<file path="config.mk">
export PLATFORM = sky130hd
export DESIGN_NAME = decode_stage
export DESIGN_NICKNAME = d
export VERILOG_FILES = /design/src/rtl/decode_stage_pkg.sv /design/src/rtl/decode_stage_regfile.sv /design/src/rtl/decode_stage.sv
export SDC_FILE = /design/constraint.sdc
export NUM_CORES = 1
export LEC_CHECK = 0
export CORE_MARGIN = 8
export CORE_UTILIZATION = 29
export DETAILED_ROUTE_END_ITERATION = 6
export DONT_BUFFER_PORTS = 1
export MAX_ROUTING_LAYER = met4
export PLACE_DENSITY = 0.48
export SLEW_MARGIN = 20
export SYNTH_ARGS = -nofsm -noshare
export SYNTH_HDL_FRONTEND = slang
export SYNTH_SLANG_ARGS = --single-unit
</file>
<file path="constraint.sdc">
create_clock -name clk -period 3.2 [get_ports clk]
set_input_delay 0.96 -clock clk [delete_from_list [all_inputs] [get_ports clk]]
set_output_delay 0.96 -clock clk [all_outputs]
set_load 0.005 [all_outputs]
</file>
<file path="src/rtl/decode_stage_pkg.sv">
// Shared widths, instruction layout, opcode encodings and decode-class helpers
// for the decode stage and its register file.
package decode_stage_pkg;

  localparam int WORD   = 32;
  localparam int ADDR   = 32;
  localparam int W_RD   = 4;
  localparam int W_OPC  = 4;
  localparam int W_DOPC = 10;
  localparam int W_CC   = 4;
  localparam int W_IMM  = 15;
  localparam int NREG   = 2 ** W_RD;

  // The packed struct fixes every field position: opc[31:28] rd[27:24]
  // rs[23:20] cc[19:16] imm_flag[15] imm[14:0].
  typedef struct packed {
    logic [W_OPC-1:0] opc;
    logic [W_RD-1:0]  rd;
    logic [W_RD-1:0]  rs;
    logic [W_CC-1:0]  cc;
    logic             imm_flag;
    logic [W_IMM-1:0] imm;
  } inst_t;

  typedef enum logic [W_OPC-1:0] {
    OPC_ADD   = 4'd0,
    OPC_SUB   = 4'd1,
    OPC_MUL   = 4'd2,
    OPC_DIV   = 4'd3,
    OPC_ABS   = 4'd4,
    OPC_SHL   = 4'd5,
    OPC_SHR   = 4'd6,
    OPC_AND   = 4'd7,
    OPC_OR    = 4'd8,
    OPC_XOR   = 4'd9,
    OPC_SET   = 4'd10,
    OPC_LOAD  = 4'd11,
    OPC_STORE = 4'd12,
    OPC_BR    = 4'd13
  } opc_e;

  // One-hot class bit positions on dopc.
  localparam int D_ADDSUB = 0;
  localparam int D_MUL    = 1;
  localparam int D_DIV    = 2;
  localparam int D_ABS    = 3;
  localparam int D_SHIFT  = 4;
  localparam int D_LOGIC  = 5;
  localparam int D_SET    = 6;
  localparam int D_LOAD   = 7;
  localparam int D_STORE  = 8;
  localparam int D_BRANCH = 9;

  // Classes that produce a register result.
  localparam logic [W_DOPC-1:0] WB_MASK = 10'h0FF;

  function automatic logic [W_DOPC-1:0] dopc_of(input logic [W_OPC-1:0] opc);
    logic [W_DOPC-1:0] d;
    d = '0;
    case (opc)
      OPC_ADD, OPC_SUB:         d[D_ADDSUB] = 1'b1;
      OPC_MUL:                  d[D_MUL]    = 1'b1;
      OPC_DIV:                  d[D_DIV]    = 1'b1;
      OPC_ABS:                  d[D_ABS]    = 1'b1;
      OPC_SHL, OPC_SHR:         d[D_SHIFT]  = 1'b1;
      OPC_AND, OPC_OR, OPC_XOR: d[D_LOGIC]  = 1'b1;
      OPC_SET:                  d[D_SET]    = 1'b1;
      OPC_LOAD:                 d[D_LOAD]   = 1'b1;
      OPC_STORE:                d[D_STORE]  = 1'b1;
      OPC_BR:                   d[D_BRANCH] = 1'b1;
      default:                  d = '0;
    endcase
    return d;
  endfunction

  function automatic logic writes_back(input logic [W_DOPC-1:0] dopc);
    return |(dopc & WB_MASK);
  endfunction

endpackage

</file>
<file path="src/rtl/decode_stage_regfile.sv">
// Register file: 2^W_RD x WORD, two async read ports, one sync write port.
// With WB_BYPASS_EN defined, port A and B reads forward same-cycle write data.
module decode_stage_regfile
  import decode_stage_pkg::*;
(
  input  logic            clk,
  input  logic            rst,
  input  logic [W_RD-1:0] ra_name,
  output logic [WORD-1:0] ra_data,
  input  logic [W_RD-1:0] rb_name,
  output logic [WORD-1:0] rb_data,
  input  logic            we,
  input  logic [W_RD-1:0] wr_name,
  input  logic [WORD-1:0] wr_data
);

  logic [WORD-1:0] mem [NREG];

  // NOTE: the array is reset like ordinary flops because software relies on
  // every register reading zero after reset; this blocks RAM-macro mapping.
  always_ff @(posedge clk or negedge rst) begin
    if (!rst) begin
      for (int i = 0; i < NREG; i++) mem[i] <= '0;
    end else if (we) begin
      mem[wr_name] <= wr_data;
    end
  end

`ifdef WB_BYPASS_EN
  assign ra_data = (we && wr_name == ra_name) ? wr_data : mem[ra_name];
  assign rb_data = (we && wr_name == rb_name) ? wr_data : mem[rb_name];
`else
  assign ra_data = mem[ra_name];
  assign rb_data = mem[rb_name];
`endif

endmodule

</file>
<file path="src/rtl/decode_stage.sv">
// Decode stage: field decode, register read, load-use interlock and issue
// registers toward EX. Optional macro WB_BYPASS_EN enables write-through reads.
module decode_stage
  import decode_stage_pkg::*;
(
  input  logic              clk,
  input  logic              rst,
  input  logic              v_i,
  input  logic [WORD-1:0]   inst_i,
  input  logic [ADDR-1:0]   addr_i,
  output logic              stall_o,
  input  logic              stall_i,
  input  logic              branch_i,
  input  logic              wb_i,
  input  logic [W_RD-1:0]   wb_rd_name_i,
  input  logic [WORD-1:0]   wb_rd_data_i,
  output logic              v_o,
  output logic [WORD-1:0]   src_o,
  output logic [WORD-1:0]   dest_o,
  output logic              wb_o,
  output logic [W_RD-1:0]   wb_rd_name_o,
  output logic [W_DOPC-1:0] dopc_o,
  output logic [W_OPC-1:0]  opc_o,
  output logic [ADDR-1:0]   origaddr_o,
  output logic [W_CC-1:0]   cc_o
);

  inst_t             inst;
  logic [WORD-1:0]   rs_data, rd_data, src_next;
  logic [W_DOPC-1:0] dopc_next;
  logic              wb_next, ex_hit, wb_hit, interlock;

  assign inst = inst_t'(inst_i);

  decode_stage_regfile regfile (
    .clk     (clk),
    .rst     (rst),
    .ra_name (inst.rs),
    .ra_data (rs_data),
    .rb_name (inst.rd),
    .rb_data (rd_data),
    .we      (wb_i),
    .wr_name (wb_rd_name_i),
    .wr_data (wb_rd_data_i)
  );

  assign src_next  = inst.imm_flag ? {{(WORD-W_IMM){inst.imm[W_IMM-1]}}, inst.imm}
                                   : rs_data;
  assign dopc_next = dopc_of(inst.opc);
  assign wb_next   = v_i & writes_back(dopc_next);

  // rd is always read (it feeds dest); rs only when no immediate replaces it.
  assign ex_hit = v_o & wb_o &
                  (((wb_rd_name_o == inst.rs) & ~inst.imm_flag) | (wb_rd_name_o == inst.rd));
`ifdef WB_BYPASS_EN
  assign wb_hit = 1'b0;
`else
  assign wb_hit = wb_i &
                  (((wb_rd_name_i == inst.rs) & ~inst.imm_flag) | (wb_rd_name_i == inst.rd));
`endif

  // A taken branch discards the IF instruction, so it never needs holding.
  assign interlock = v_i & (ex_hit | wb_hit) & ~branch_i;
  assign stall_o   = rst & (stall_i | interlock);

  // NOTE: state uses non-blocking assignments so every register samples the
  // pre-edge values; blocking here would create order-dependent simulation.
  always_ff @(posedge clk or negedge rst) begin
    if (!rst) begin
      v_o          <= 1'b0;
      wb_o         <= 1'b0;
      src_o        <= '0;
      dest_o       <= '0;
      wb_rd_name_o <= '0;
      dopc_o       <= '0;
      opc_o        <= '0;
      origaddr_o   <= '0;
      cc_o         <= '0;
    end else if (!stall_i) begin
      if (branch_i || interlock) begin
        v_o  <= 1'b0;
        wb_o <= 1'b0;
      end else begin
        v_o          <= v_i;
        wb_o         <= wb_next;
        src_o        <= src_next;
        dest_o       <= rd_data;
        wb_rd_name_o <= inst.rd;
        dopc_o       <= dopc_next;
        opc_o        <= inst.opc;
        origaddr_o   <= addr_i;
        cc_o         <= inst.cc;
      end
    end
  end

endmodule

</file>
# [Yosys cells after proc, flatten, opt, wreduce, memory -nomap -nowiden]
# Index checks and enable logic that the tools add are counted.
[classes] magnitude_cmp=4 eq_ne=17 mux=22 bitwise_logic=20 reduce_logical=8
[op_table] cell="512-bit bitwise mux" count=1
[op_table] cell="32-bit binary-select mux with 4-bit select" count=2
[op_table] cell="32-bit two-way mux" count=6
[op_table] cell="32-bit demux with 4-bit select" count=1
[op_table] cell="4-bit equality test, second input constant" count=6
[op_table] cell="4-bit by 3-bit equality test with 1-bit output, second input constant" count=4
[op_table] cell="4-bit equality test" count=4
[op_table] cell="5-bit >= comparator, second input constant" count=3
[op_table] cell="4-bit inverter with 5-bit output" count=3
[op_table] cell="1-bit two-way mux" count=12
[op_table] cell="1-bit AND" count=9
[op_table] cell="4-bit by 2-bit equality test with 1-bit output, second input constant" count=2
[op_table] cell="8-bit OR reduction" count=1
[op_table] cell="5-bit by 1-bit less-than comparator with 1-bit output, second input constant" count=1
[op_table] cell="4-bit by 1-bit equality test with 1-bit output, second input constant" count=1
[op_table] cell="4-bit zero test" count=1
[op_table] cell="1-bit inverter" count=4
[op_table] cell="1-bit OR" count=4
[op_table] cell="2-bit OR reduction" count=2
[op_table] cell="3-bit OR reduction" count=1
[op_table] cell="2-bit AND reduction" count=1
[op_table] cell="1-bit logical AND" count=1
[op_table] cell="1-bit logical OR" count=1
[totals] ff_bits=632 input_bits=106 output_inout_bits=121 elab_cells=96

# [Logic depth before layout (Yosys ltp)]
# Gate-level depths: netlist (run 1).
[logic_depth] depth_word=10 mapped_depth=9 mapped_depth_nobuf=5

# [By module]
# From an unflattened synthesis (run 1), not the netlist that was laid out.
[hier_totals] hier_cells=2055 hier_area_um2=31874.3
[modules_own_cells] module="decode_stage_regfile" instances=1 cells_per_inst=1675 area_each_um2=26457.9 seq_area_each_um2=12812.3
[modules_own_cells] module="decode_stage" instances=1 cells_per_inst=380 area_each_um2=5416.4 seq_area_each_um2=3002.9

# [Worst setup path before layout (run 1)]
# Ideal clock, no wire load.
[synth_path] path_kind="input to register" startpoint="input inst_i[25]" endpoint="register dest_o[26]" setup_ns=0.125 arrival_time_ns=2.823 required_time_ns=3.075 slack_ns=0.253 cell_stages=6 n_path_buf=3 path_cell_list="buf_2 -> clkbuf_1 -> clkbuf_1 -> mux4_2 -> mux4_2 -> mux2_2"
[synth_between] elab_chain_len=9 elab_cells_between_ends=16 cone_classes="2 x eq/ne; 3 x mux; 9 x bitwise; 2 x reduce/logical"
[synth_rtl] element="start: declaration" line_no="decode_stage.sv:9" rtl="input logic [WORD-1:0] inst_i,"
[synth_rtl] element="4-bit equality test, on equally long branches" line_no="decode_stage.sv:54, decode_stage.sv:59"
[synth_rtl] element="1-bit OR, on equally long branches" line_no="decode_stage.sv:54, decode_stage.sv:59"
[synth_rtl] element="1-bit AND, on equally long branches" line_no="decode_stage.sv:53, decode_stage.sv:58"
[synth_rtl] element="1-bit OR" line_no="decode_stage.sv:63" rtl="assign interlock = v_i & (ex_hit | wb_hit) & ~branch_i;"
[synth_rtl] element="1-bit AND (2 in a row)" line_no="decode_stage.sv:63"
[synth_rtl] element="1-bit logical OR" line_no="decode_stage.sv:80" rtl="if (branch_i || interlock) begin"
[synth_rtl] element="1-bit inverter (no source line)"
[synth_rtl] element="2-bit AND reduction (no source line)"
[synth_rtl] element="end signal: assignment" line_no="decode_stage.sv:87" rtl="dest_o <= rd_data;"
[synth_rtl] element="end: declaration" line_no="decode_stage.sv:19" rtl="output logic [WORD-1:0] dest_o,"
# Parallel ways exist; a longest one is shown, timed or not. The select of a mux whose other input is x is not followed.
# A chain may end at the register's enable or synchronous reset.

# [Worst setup path in the final report (run 1)]
[layout_path] startpoint="input rst" endpoint="output stall_o"
[layout_between] elab_chain_len=1
[layout_rtl] element="start: declaration" line_no="decode_stage.sv:7" rtl="input logic rst,"
[layout_rtl] element="1-bit AND" line_no="decode_stage.sv:64" rtl="assign stall_o = rst & (stall_i | interlock);"
[layout_rtl] element="end: declaration" line_no="decode_stage.sv:11" rtl="output logic stall_o,"
# No other way between the ends.

==> out/metrics.csv, run 1 <==
stage,metric,value,unit
outcome,outcome,"complete, but fails checks",
outcome,violations in the final reports,"slew limit, setup timing",
clock_network,CTS tree,built,
power,peak supply drop,0.340,mV
global_routing,global-route usage over all layers,0.164,
detailed_routing,remaining number of nets flagged by the antenna check after routing,0,
detailed_routing,count of unresolved DRC violations after routing,0,
global_routing,number of global-route vias before repair,20383,
clock_network,cell at the root of the clock tree,clkbuf_16,
timing,final setup violation count,1,
worst_setup_path,startpoint of the most critical setup path,rst,
detailed_routing,count of routing violations after the opening detailed-route iteration,1338,
worst_setup_path,Critical Path Start Type,input port,
worst_setup_path,critical path data required time,2.24,ns
yosys,synthesized flop and latch total,632,
yosys,mux share of post-synthesis cell area,0.431,
worst_setup_path,CP cell instances,o21a_1,
yosys,Synthesis Warnings,0,
timing,maximum clock rate,0.243,GHz
timing,"Hold Violations, Final",0,
detailed_routing,DR pass1 iterations,5,
timing,"Slew Viols, Final",564,
yosys,"count leader, synth",dfrtp_1,
global_routing,largest net degree at the start of global routing,634,
timing,RSZ-0062 raised after global routing,no,
detailed_routing,via count,18649,
worst_setup_path,Critical Path Sink Type,output port,
place,setup slack at placement,-0.136,ns
power,portion of total power attributed to the clock network,0.349,
yosys,post-synthesis xor/xnor area fraction,0.00440,
yosys,proportion of register bits with asynchronous set or reset after synthesis,1.00,
floorplan,horizontal extent of the die,347,um
worst_setup_path,Crit. path cell count,1,
min_path,Min-Delay Path Class,in -> async,
power,P_sw,6.24,mW
yosys,number of unique standard cell types used by synthesis,36,
yosys,net count after synthesis,2178,
yosys,Adder-Cell Fraction of Synth Area,0,
worst_setup_path,worst r2r src,wb_rd_name_o[1],
yosys,cell type with the largest total area after synthesis,dfrtp_1,
yosys,fraction of synthesized cell area taken by the top area cell type,0.497,
timing,final worst slack,-0.916,ns
power,Logic pwr share,0.173,
worst_setup_path,Worst Path Arrival,3.16,ns
power,final total power,23.7,mW
power,leakage,14.7,nW
yosys,dominant synthesized flop cell,dfrtp_1,
place,quantity of I/O buffers inserted on ports,0,
clock_network,largest buffer count on any clock path,3,
clock_network,Clock Latency Late Sink,0.62,ns
worst_setup_path,buffers plus inverters on the worst setup path,0,
timing,worst slack on hold paths,0.0588,ns
detailed_routing,WL/cell,28.2,um
clock_network,H-tree levels,3,
finish,nets,2104,
floorplan,number of core rows,121,
yosys,cells taking the most area after synthesis,"dfrtp_1 (50%), mux4_2 (16%), mux2_2 (12%)",
yosys,top post-synthesis cells by count,"dfrtp_1 (632), mux2_2 (327), mux2_1 (303)",
worst_setup_path,type of the worst setup path,in -> out,
run,number of maximum-capacitance constraint violations,0,
power,ratio of total power to cell area,664,nW/um2
detailed_routing,total wire length,97700,um
global_routing,number of antenna violations at the first check in global routing,3,
global_routing,Overflow after GRT,0,
clock_network,number of sinks driven by the clock tree,632,
yosys,synthesized area per cell,15.4,um2
finish,Filler Cell Count,10447,
power,internal power component,17.5,mW
yosys,gate count of the mapped netlist,2072,
worst_setup_path,critical path's slowest cell,o21a_1,
place,routability-driven placement congestion ratio,0.754,
clock_network,clock transition at the registers of the reported paths,0.06,ns
timing,pin slew with the least headroom to its limit,3.12,ns
floorplan,number of top-level design ports,227,
timing,Layout Skew,0.0265,ns
worst_setup_path,endpoint of the lowest-slack register-to-register path,origaddr_o[9],
floorplan,initial standard-cell utilization of the core,0.293,
yosys,largest family of logic cells by synthesized area,multiplexers,
detailed_routing,number of vias per cell,5.38,
floorplan,Std-Cell Core Area,109000,um2
floorplan,Vert. Die Dim,347,um
power,sequential cell fraction of total power,0.478,
power,fraction of power spent switching nets,0.263,
yosys,Syn Std Cell Area,31900,um2
yosys,"EDFF count, synth",0,
yosys,Synth Area in Compound Gates,0.0256,
worst_setup_path,setup slack on the worst flop-to-flop path,1.16,ns
timing,final period utilization,1.29,
clock_network,hold buffer count at cts,0,
timing,minimum clock period after layout,4.12,ns
clock_network,cts bufs inserted,73,
yosys,"share of synthesized cell area in and, or, nand and nor gates",0.0148,
finish,fraction of final layout cells sized beyond drive strength 1,0.355,
yosys,share of the yosys chip area belonging to registers,0.497,
clock_network,buffers inserted by post-CTS timing repair,0,
worst_setup_path,worst reg-to-reg path cell count,6,
worst_setup_path,largest stage delay on the critical path,0.78,ns
timing,Slew headroom,-1.08,
finish,layout overhead on the synthesized area,12.2,%
worst_setup_path,maximum fanout count along the critical path,633,
global_routing,first-pass GRT wire length,144000,um
place,sum of net half-perimeters after detailed placement,54000,um
floorplan,area of the die,121000,um2
worst_setup_path,"CP delay by family, top",compound AO/OA/AOI/OAI gates,
worst_setup_path,timing endpoint of the critical path,stall_o,
-- placed cells by master (no fill, tap or decap), types with 18 or more instances in the layout --
master / Yosys / layout
dfrtp_1: 632 / 632
mux2_2: 327 / 327
mux2_1: 303 / 303
mux4_2: 224 / 224
mux2i_1: 160 / 160
clkbuf_16: 0 / 73
a22oi_1: 46 / 46
buf_4: 2 / 28
nand2_1: 27 / 26
nand3_1: 21 / 20
a21oi_1: 20 / 20
o211ai_1: 18 / 18
-- power groups by stage --
stage               Sequential [mW]  Clock (mW)  Combinational (mW)
floorplan                      10.9           0                3.62
global placement               11.4           0                4.03
detailed placement             11.5           0                4.14
CTS                            11.4        8.60                4.17
global route                   11.6        8.90                4.45
finish                         11.3        8.28                4.11
-- how the worst min path moves through the flow --
stage | startpoint | end | depth (start not counted)
3_3_place_gp | regfile.mem[415] | regfile.mem[415] | 1
6_report | rst | regfile.mem[104] | 0
3_5_place_dp | regfile.mem[393] | regfile.mem[393] | 1
4_1_cts | rst | regfile.mem[104] | 0
2_1_floorplan | regfile.mem[385] | regfile.mem[385] | 1
5_1_grt | rst | regfile.mem[104] | 0
-- logic make-up (layout without fill, tap and decap cells) --
logic type,count (synthesis),after routing
other,0,3
AO/OA/AOI/OAI,118,118
AND/OR/NAND/NOR,98,98
buffers and inverters,194,173
XOR/XNOR,16,16
flip-flops,632,632
multiplexers,1014,1014
-- cell type report --
| type | instances | area [um2] | area share |
|---|---|---|---|
| diodes | 3 | 7.51 | 0.000210 |
| clock buffers | 103 | 2070 | 0.0579 |
| clock inverters | 25 | 274 | 0.00766 |
| inverters | 1 | 3.75 | 0.000105 |
| multi-input cells | 1246 | 15300 | 0.427 |
| flip-flops and latches | 632 | 15800 | 0.442 |
| well taps | 1414 | 1770 | 0.0495 |
| repair buffers | 44 | 531 | 0.0148 |
-- state kept, by name, summed over array words and instances (netlist names) --
| name | cells |
|---|---|
| v_o | 1 |
| dopc_o | 10 |
| dest_o | 32 |
| regfile.mem | 512 |
| wb_o | 1 |
| src_o | 32 |
| wb_rd_name_o | 4 |
| opc_o | 4 |
| origaddr_o | 32 |
| cc_o | 4 |
-- metrics by stage --
step	TNS (ns)	utilization	instances	area, um2
after CTS	0	0.328	3465	35700
after global placement	-0.188	0.307	3337	33400
final	-0.916	0.328	3468	35800
after detailed placement	-0.136	0.307	3337	33400
after global routing	0	0.328	3468	35800
after floorplan	0	-	2072	31900
-- routing by layer --
metal,GRT usage,share of wire,wire length (um),vias up
li1,-,-,-,7796
met1,0.205,0.43,41700,10164
met2,0.260,0.48,46700,522
met3,0.0414,0.065,6360,167
met4,0.0532,0.029,2860,0
met5,-,0,0,-
-- repair_timing --
action	4_1_cts	5_1_grt
endpoints found under the setup margin	1	1
pin swaps	0	0
resized for setup	1	1
No activity file was read; power rests on OpenSTA's default activity.
==> run 2, diff against run 1 <==
- SLEW_MARGIN: 20 -> 40
- clock period: 3.2 -> 4.1 ns (I/O delays scaled with it)
==> run 2 against run 1 <==
The run now ends clean. Register-to-register slack improved by 0.81 ns. Via count fell by 0.32%. Total power fell by 21%. Largest power group unchanged. Highest routed layer unchanged. Flip-flop and latch count did not move. Critical endpoint unchanged. Global-route usage fell by 0.058 points. Critical path depth rose by 5.
==> out/metrics.csv, run 2 (same netlist as run 1, synthesis figures left out) <==
stage,metric,value,unit
detailed_routing,number of vias per cell,5.36,
timing,Post-Route Setup TNS,0,ns
timing,minimum clock period after layout,4.01,ns
place,quantity of I/O buffers inserted on ports,0,
finish,fraction of final layout cells sized beyond drive strength 1,0.355,
finish,most frequent cells in the layout,"dfrtp_1 (632), mux2_2 (327), mux2_1 (303)",
floorplan,number of top-level design ports,227,
worst_setup_path,worst reg-to-reg path cell count,6,
worst_setup_path,critical path data required time,2.87,ns
clock_network,cts bufs inserted,72,
timing,"Hold Violations, Final",0,
finish,layout overhead on the synthesized area,12.7,%
clock_network,number of sinks driven by the clock tree,632,
clock_network,clock transition at the registers of the reported paths,0.05,ns
power,peak supply drop,0.239,mV
clock_network,buffers inserted by post-CTS timing repair,0,
clock_network,largest buffer count on any clock path,3,
worst_setup_path,Worst Path Arrival,2.78,ns
floorplan,Std-Cell Core Area,109000,um2
power,final total power,18.8,mW
worst_setup_path,type of the worst setup path,in -> out,
global_routing,Overflow after GRT,0,
min_path,Min-Delay Path Class,in -> async,
global_routing,first-pass GRT wire length,145000,um
timing,final worst slack,0.0881,ns
timing,maximum clock rate,0.249,GHz
worst_setup_path,Critical Path Start Type,input port,
worst_setup_path,maximum fanout count along the critical path,160,
global_routing,global-route usage over all layers,0.163,
detailed_routing,remaining number of nets flagged by the antenna check after routing,0,
worst_setup_path,endpoint of the lowest-slack register-to-register path,origaddr_o[9],
clock_network,cell at the root of the clock tree,clkbuf_16,
timing,final period utilization,0.979,
timing,pin slew with the least headroom to its limit,0.855,ns
place,Placed Cells incl. Taps,3332,
clock_network,H-tree levels,3,
global_routing,largest net degree at the start of global routing,634,
detailed_routing,DR pass1 iterations,4,
floorplan,horizontal extent of the die,347,um
worst_setup_path,worst r2r src,wb_rd_name_o[0],
floorplan,Vert. Die Dim,347,um
detailed_routing,via count,18590,
place,setup slack at placement,0.312,ns
floorplan,number of core rows,121,
timing,"Slew Viols, Final",0,
worst_setup_path,Critical Path Sink Type,output port,
outcome,outcome,completed,
worst_setup_path,setup slack on the worst flop-to-flop path,1.97,ns
global_routing,number of global-route vias before repair,20284,
timing,RSZ-0062 raised after global routing,no,
finish,"commonest non-fill, non-tap cell in the layout",dfrtp_1,
finish,nets,2106,
place,routability-driven placement congestion ratio,0.749,
clock_network,CTS tree,built,
timing,final setup violation count,0,
run,number of maximum-capacitance constraint violations,0,
finish,number of flip-flops under the largest register name,512,
detailed_routing,total wire length,97400,um
power,ratio of total power to cell area,524,nW/um2
timing,Slew headroom,0.430,
place,dpl cell area,33300,um2
detailed_routing,count of unresolved DRC violations after routing,0,
clock_network,Clock Latency Late Sink,0.62,ns
finish,"non-filler cells, final",3470,
power,leakage,14.8,nW
global_routing,number of antenna violations at the first check in global routing,2,
finish,"final std cell area, no fill",35900,um2
place,sum of net half-perimeters after detailed placement,54900,um
floorplan,initial standard-cell utilization of the core,0.293,
floorplan,area of the die,121000,um2
detailed_routing,WL/cell,28.1,um
timing,Layout Skew,0.0182,ns
detailed_routing,count of routing violations after the opening detailed-route iteration,1103,
finish,Reg with most FFs,regfile.mem,
## run 2: cell types whose count changed in the layout (fill, tap and decap cells not counted), moves of 2 or more
cell,change
clkinvlp_4,-2
buf_12,-6
bufinv_16,+3
buf_16,+5
inv_6,-2
clkinv_8,-2
clkbuf_16,+5
## run 2: power by group
part	internal (mW)	switching [mW]	total, mW	leakage (nW)
combinational	2.18	1.14	3.31	5.90
sequential	7.71	1.14	8.85	7.75
clock	4.01	2.65	6.66	1.19
## run 2: cell type report
class	instances	area, um2
sequential	632	15800
inverter	1	3.75
multi-input combinational	1246	15300
timing repair buffer	47	631
tap	1414	1770
clock buffer	104	2110
clock inverter	23	304
fill	10365	72900
antenna	3	7.51
## run 2: critical path: stages
cell and delay (ns):
xor2_1 0.29, nor3_1 0.08, a2bb2oi_1 0.37, buf_4 0.22, a21oi_1 0.07, o21a_1 0.22
## run 2: routing by layer
| layer | global-route usage | share of wire |
|---|---|---|
| met1 | 0.206 | 0.44 |
| met4 | 0.0431 | 0.023 |
| met2 | 0.261 | 0.48 |
| met3 | 0.0422 | 0.058 |
| met5 | - | 0 |
## run 2: repair_timing
item                                   4_1_cts  5_1_grt
endpoints found under the hold margin        0        0
setup endpoints to repair                    0        1
hold buffers                                 0        0
gates resized for setup                      0        0
## run 2: worst max-delay path by stage
stage / depth (start not counted) / endpoint / slack [ns] / from
finish: 6 / stall_o / 0.09 / inst_i[21]
global route: 6 / stall_o / 0.17 / inst_i[21]
CTS: 6 / stall_o / 0.30 / inst_i[24]
detailed placement: 6 / stall_o / 0.31 / inst_i[24]
global placement: 6 / stall_o / 0.33 / inst_i[21]
floorplan: 7 / stall_o / 0.68 / inst_i[24]
## run 2: per-stage QoR
stage	hold WS, ns	util
floorplan	0.470	-
global placement	0.482	0.306
detailed placement	0.493	0.306
CTS	0.302	0.328
global route	0.270	0.330
finish	0.310	0.330
